### src/rtl/mod_arith_pkg.sv
// Shared constants and state encoding for the coprocessor arithmetic blocks.
package mod_arith_pkg;

  localparam int WIDTH = 8;
  localparam int ITER  = WIDTH;
  localparam int CNT_W = $clog2(ITER);
  localparam logic [WIDTH-1:0] MIN_NEG = 8'h80;

  typedef enum logic [1:0] {
    IDLE = 2'd0,
    CALC = 2'd1,
    FIX  = 2'd2,
    DONE = 2'd3
  } div_state_e;

endpackage

### src/rtl/mod_abs_neg.sv
// Conditional two's-complement negate. Tie neg to x[W-1] to get |x|
// (|MIN_NEG| comes out as MIN_NEG, i.e. 128 when read as unsigned).
module mod_abs_neg #(
  parameter int W = 8
) (
  input  logic [W-1:0] x,
  input  logic         neg,
  output logic [W-1:0] y
);

  // Negate when requested, pass through otherwise
  always_comb begin
    y = neg ? (~x + W'(1)) : x;
  end

endmodule

### src/rtl/mod_div_seq.sv
// Sequential signed restoring divider: quotient truncates toward zero,
// remainder takes the dividend's sign. One quotient bit per CALC cycle.
module mod_div_seq
  import mod_arith_pkg::*;
(
  input  logic             clk,
  input  logic             rst_n,
  input  logic             start,
  input  logic [WIDTH-1:0] a,
  input  logic [WIDTH-1:0] b,
  output logic             busy,
  output logic             done,
  output logic [WIDTH-1:0] resultado,
  output logic [WIDTH-1:0] resto,
  output logic             flag_overflow,
  output logic             flag_div_zero
);

  localparam logic [CNT_W-1:0] LAST = CNT_W'(ITER - 1);

  div_state_e       state_q, state_d;
  logic [CNT_W-1:0] cnt_q, cnt_d;
  logic             sa_q, sa_d, sb_q, sb_d;
  logic [WIDTH-1:0] bmag_q, bmag_d;
  logic [WIDTH-1:0] dvd_q, dvd_d;   // dividend magnitude, shifted out MSB first
  logic [WIDTH-1:0] rem_q, rem_d;   // partial remainder; always < |b| so 8 bits hold it
  logic [WIDTH-1:0] quo_q, quo_d;   // quotient magnitude shift register
  logic [WIDTH-1:0] res_q, res_d;
  logic [WIDTH-1:0] resto_q, resto_d;
  logic             ovf_q, ovf_d, dz_q, dz_d, done_q, done_d;

  logic [WIDTH-1:0] amag, bmag, q_sgn, r_sgn;
  logic [WIDTH:0]   shl, diff;

  // Operand magnitudes for latching in IDLE
  mod_abs_neg #(.W(WIDTH)) u_abs_a (.x(a), .neg(a[WIDTH-1]), .y(amag));
  mod_abs_neg #(.W(WIDTH)) u_abs_b (.x(b), .neg(b[WIDTH-1]), .y(bmag));
  // Sign restoration used in FIX
  mod_abs_neg #(.W(WIDTH)) u_neg_q (.x(quo_q), .neg(sa_q ^ sb_q), .y(q_sgn));
  mod_abs_neg #(.W(WIDTH)) u_neg_r (.x(rem_q), .neg(sa_q),        .y(r_sgn));

  // 9-bit working remainder and trial subtraction for one restoring step
  always_comb begin
    shl  = {rem_q, dvd_q[WIDTH-1]};
    diff = shl - {1'b0, bmag_q};
  end

  // Next-state and datapath control
  always_comb begin
    state_d = state_q;
    cnt_d   = cnt_q;
    sa_d    = sa_q;
    sb_d    = sb_q;
    bmag_d  = bmag_q;
    dvd_d   = dvd_q;
    rem_d   = rem_q;
    quo_d   = quo_q;
    res_d   = res_q;
    resto_d = resto_q;
    ovf_d   = ovf_q;
    dz_d    = dz_q;
    done_d  = 1'b0;
    case (state_q)
      IDLE: begin
        if (start) begin
          sa_d   = a[WIDTH-1];
          sb_d   = b[WIDTH-1];
          bmag_d = bmag;
          dvd_d  = amag;
          rem_d  = '0;
          quo_d  = '0;
          cnt_d  = '0;
          if (b == '0) begin
            res_d   = '0;
            resto_d = a;
            dz_d    = 1'b1;
            ovf_d   = 1'b0;
            state_d = DONE;
          end else begin
            state_d = CALC;
          end
        end
      end
      CALC: begin
        // Negative trial result shows up as bit WIDTH set: restore
        if (!diff[WIDTH]) begin
          rem_d = diff[WIDTH-1:0];
          quo_d = {quo_q[WIDTH-2:0], 1'b1};
        end else begin
          rem_d = shl[WIDTH-1:0];
          quo_d = {quo_q[WIDTH-2:0], 1'b0};
        end
        dvd_d = {dvd_q[WIDTH-2:0], 1'b0};
        cnt_d = cnt_q + CNT_W'(1);
        if (cnt_q == LAST) state_d = FIX;
      end
      FIX: begin
        // Only a positive 128 quotient (-128 / -1) is unrepresentable
        res_d   = q_sgn;
        resto_d = r_sgn;
        ovf_d   = ~(sa_q ^ sb_q) & quo_q[WIDTH-1];
        dz_d    = 1'b0;
        state_d = DONE;
      end
      DONE: begin
        done_d  = 1'b1;
        state_d = IDLE;
      end
      default: state_d = IDLE;
    endcase
  end

  // State, datapath and output registers
  always_ff @(posedge clk or negedge rst_n) begin
    if (!rst_n) begin
      state_q <= IDLE;
      cnt_q   <= '0;
      sa_q    <= 1'b0;
      sb_q    <= 1'b0;
      bmag_q  <= '0;
      dvd_q   <= '0;
      rem_q   <= '0;
      quo_q   <= '0;
      res_q   <= '0;
      resto_q <= '0;
      ovf_q   <= 1'b0;
      dz_q    <= 1'b0;
      done_q  <= 1'b0;
    end else begin
      state_q <= state_d;
      cnt_q   <= cnt_d;
      sa_q    <= sa_d;
      sb_q    <= sb_d;
      bmag_q  <= bmag_d;
      dvd_q   <= dvd_d;
      rem_q   <= rem_d;
      quo_q   <= quo_d;
      res_q   <= res_d;
      resto_q <= resto_d;
      ovf_q   <= ovf_d;
      dz_q    <= dz_d;
      done_q  <= done_d;
    end
  end

  // done is registered out of DONE, so busy drops the same cycle done rises
  always_comb begin
    busy          = (state_q != IDLE);
    done          = done_q;
    resultado     = res_q;
    resto         = resto_q;
    flag_overflow = ovf_q;
    flag_div_zero = dz_q;
  end

endmodule

### config.mk
export PLATFORM = sky130hd
export DESIGN_NAME = mod_div_seq
export DESIGN_NICKNAME = d
export VERILOG_FILES = /design/src/rtl/mod_arith_pkg.sv /design/src/rtl/mod_abs_neg.sv /design/src/rtl/mod_div_seq.sv
export SDC_FILE = /design/constraint.sdc
export NUM_CORES = 1
export LEC_CHECK = 0
export CAP_MARGIN = 20
export CORE_UTILIZATION = 50
export DETAILED_ROUTE_END_ITERATION = 10
export DONT_BUFFER_PORTS = 1
export PLACE_DENSITY = 0.68
export SLEW_MARGIN = 5
export SYNTH_ARGS = -nofsm -noshare
export SYNTH_HDL_FRONTEND = slang
export SYNTH_HIERARCHICAL = 1
export SYNTH_SLANG_ARGS = --single-unit
### constraint.sdc
create_clock -name clk -period 2.5 [get_ports clk]
set_input_delay 0.125 -clock clk [delete_from_list [all_inputs] [get_ports clk]]
set_output_delay 0.125 -clock clk [all_outputs]
set_load 0.01 [all_outputs]
==> impl_metrics.csv <==
group,metric,value,unit
sta,period_needed,2.34,ns
route,drc,0,
cells_and_area,n_antenna_cell,0,
die,fp-row-count,30,
die,fp.dieW,86.9,microns
global_route,grt_use_total,0.216,
cts,tritoncts_num_sinks,58,
sta,timing_hold_violations_final,0,
sta,clock_skew,0.0108,ns
pwr,power.density,1340,nW/um^2
sta,postLayoutSetupSlackWorst,0.159,ns
cells_and_area,finalNonFillerCells,488,
route,drt_iter0_markers,150,
sta,period_share,0.937,
route,vias,2682,
yosys,synth_nets,403,
worst_setup_path,cp.required,2.73,ns
worst_setup_path,crit_path_end_kind,"register",
route,final_antenna_net_count,0,
yosys,synth-seq-cells,58,
place,pre_cts_ws,-0.120,ns
worst_setup_path,worstPathMaxFanout,12,
yosys,synth_top_area_share,0.403,
sta,slew_viol_final,0,
cts,htree_levels,3,
die,initial_core_util,0.525,
pwr,p_leak,1.79,nW
yosys,synth_async_sr_flop_share,1.00,
sta,setup-violations-final,0,
outcome,outcome,"finished, final reports clean",
die,io_pins,39,
sta,fin_setup_tns,0,ns
global_route,antenna_found_initial,0,
cts,clock_tree.buffer_depth,2,
cts,clkTransAtPathRegs,0.07,ns
cts,cts_buffers,9,
place,io_buffers,0,
route,drt_pass1_iterations,4,
worst_setup_path,cp-start-kind,"register",
sta,slew_headroom,0.521,
pwr,ir_drop,0.740,mV
cells_and_area,nets,425,
yosys,syn_avg_cell_area,9.87,sq um
yosys,synth-edff-count,0,
yosys,yosysSeqAreaShare,0.403,
yosys,yosysUniqueCellTypes,45,
yosys,yosys-top-cells-count,"nand2_1 (59), dfrtp_1 (58), o21ai_0 (37)",
place,hpwl,5.20,mm
sta,max_freq,427,MHz
yosys,synth-main-ff-cell,"dfrtp_1",
yosys,yosysMostFrequentCell,"nand2_1",
cells_and_area,n_fill_cell,580,
die,die_y,86.9,microns
cts,cts_root_buf,"clkbuf_8",
yosys,synth_area,3600,sq um
yosys,synthTopCellsByArea,"dfrtp_1 (40%), xnor2_1 (6.3%), ha_1 (6.3%)",
sta,worstMarginPinSlew,0.716,ns
place,place_congestion,0.823,
cts,insertion_delay,0.34,ns
cells_and_area,fin_util,0.600,
global_route,grt_first_pass_wirelength,12.3,mm
flow_run,max_cap_viol_count,0,
die,coreArea,6870,sq um
yosys,syn_inst,365,
route,drt-total-wl,7.30,mm
place,dpl-instance-area,3770,sq um
worst_setup_path,path_class,"register to register",
cells_and_area,drive_above_1_share,0.184,
cts,tritoncts,"done",
global_route,grt.overflow.total,0,
global_route,grt_pass1_vias,2544,
yosys,yosysTopAreaCell,"dfrtp_1",
global_route,grt_max_degree,59,
cells_and_area,final_cell_area,4120,sq um
place,placed_cells,460,
yosys,yosysWarnings,6,
min_path,hp-class,"input port to register",
route,vias_per_cell,5.50,
cells_and_area,area_growth,14.3,%
worst_setup_path,cp.arrival,2.57,ns
route,routedWlPerCell,15.0,microns
sta,rsz0062_at_grt,"false",
die,die_area,7550,sq um
==> cell type report <==
class / count / area, sq um / area share
well taps: 96 / 120 / 0.0292
repair buffers: 27 / 262 / 0.0635
inverters: 23 / 86.3 / 0.0210
flip-flops and latches: 58 / 1450 / 0.352
multi-input cells: 268 / 2020 / 0.491
clock buffers: 10 / 138 / 0.0334
clock inverters: 6 / 41.3 / 0.0100
==> placed cells by master, fill, tap and decap left out, types with 2 or more instances in the layout <==
master         netlist  final
clkinv_2             0      2
o21ai_1              6      6
clkinvlp_4           0      3
o21ai_0             37     37
dfrtp_1             58     58
buf_4                4     15
o21a_1               2      2
dlygate4sd3_1        0      9
mux2i_1             22     21
o22ai_1              3      3
ha_1                18     17
nand2_1             59     59
nor2b_1              2      2
xnor2_1             26     26
or3_4                8      8
inv_1               23     23
clkbuf_8             0     10
o31ai_2              4      4
a21oi_1              7      6
o31ai_1              2      2
xor2_1               2      2
o311ai_0             2      2
o31ai_4              4      4
nand2b_1            13     12
nor2_1               3      3
nand3_1              7      6
nor3_1               3      3
mux2_2              10     10
a22o_1               9      9
nor4_1               3      3
==> worst max-delay path, cell delays in order, from the launching register on <==
cell and delay, ns:
dfrtp_1 0.35, inv_1 0.05, ha_2 0.19, fa_2 0.36
nand2b_4 0.16, a211oi_4 0.22, mux2i_2 0.12, a2111oi_4 0.27
buf_6 0.21, mux2i_1 0.22, o21ai_1 0.08
==> cell families after synthesis <==
family / Yosys count / synth area share
AOI/OAI and AO/OA: 87 / 0.179
xor gates and xnor gates: 28 / 0.0681
adders and majority gates: 19 / 0.0681
buffers and inverters: 39 / 0.0469
DFF: 58 / 0.403
muxes: 32 / 0.0924
and+or+nand+nor: 102 / 0.143
==> sequential cells by signal (all words and copies together) (netlist names) <==
signal and count:
resto 8, rem_q 8, state_q 2, flag_div_zero 1, flag_overflow 1, done 1, cnt_q 3, sa_q 1
sb_q 1, resultado 8, quo_q 8, dvd_q 8, bmag_q 8
==> metrics by stage <==
stage	hold slack (ns)	total power (W)
2_1_floorplan	-0.171	0.00391
3_3_place_gp	-0.169	0.00449
3_5_place_dp	-0.169	0.00457
4_1_cts	0.00222	0.00545
5_1_grt	0.0141	0.00601
6_report	0.0185	0.00551
==> power by group <==
part	switching [W]	internal, W
logic	0.00159	0.00142
clock network	0.000400	0.000385
registers	0.000381	0.00133
total	0.00237	0.00314
==> metal layers <==
layer	GRT usage	vias up	part of all wire
li1	-	1321	-
met1	0.304	1262	0.50
met2	0.314	81	0.43
met3	0.0588	18	0.057
met4	0.0879	0	0.021
met5	0	-	0
==> repair_timing <==
item | in CTS | in global routing
hold buffers | 10 | 0
endpoints found under the setup margin | 8 | 1
resized for setup | 4 | 4
endpoints found under the hold margin | 67 | 0
setup buffers | 0 | 2
pin swaps | 2 | 3
==> final timing paths <==
kind / from / end / slack [ns] / depth (start not counted)
min reg2reg: dvd_q[5] / dvd_q[5] / 0.49 / 2
min in group asynchronous: rst_n / resultado[2] / 0.28 / 2
min: a[6] / resto[6] / 0.02 / 2
max: dvd_q[7] / rem_q[6] / 0.16 / 10
max in group asynchronous: rst_n / quo_q[5] / 1.94 / 2
max reg2reg: dvd_q[7] / rem_q[6] / 0.16 / 10
No activity file was read; power rests on OpenSTA's default activity.
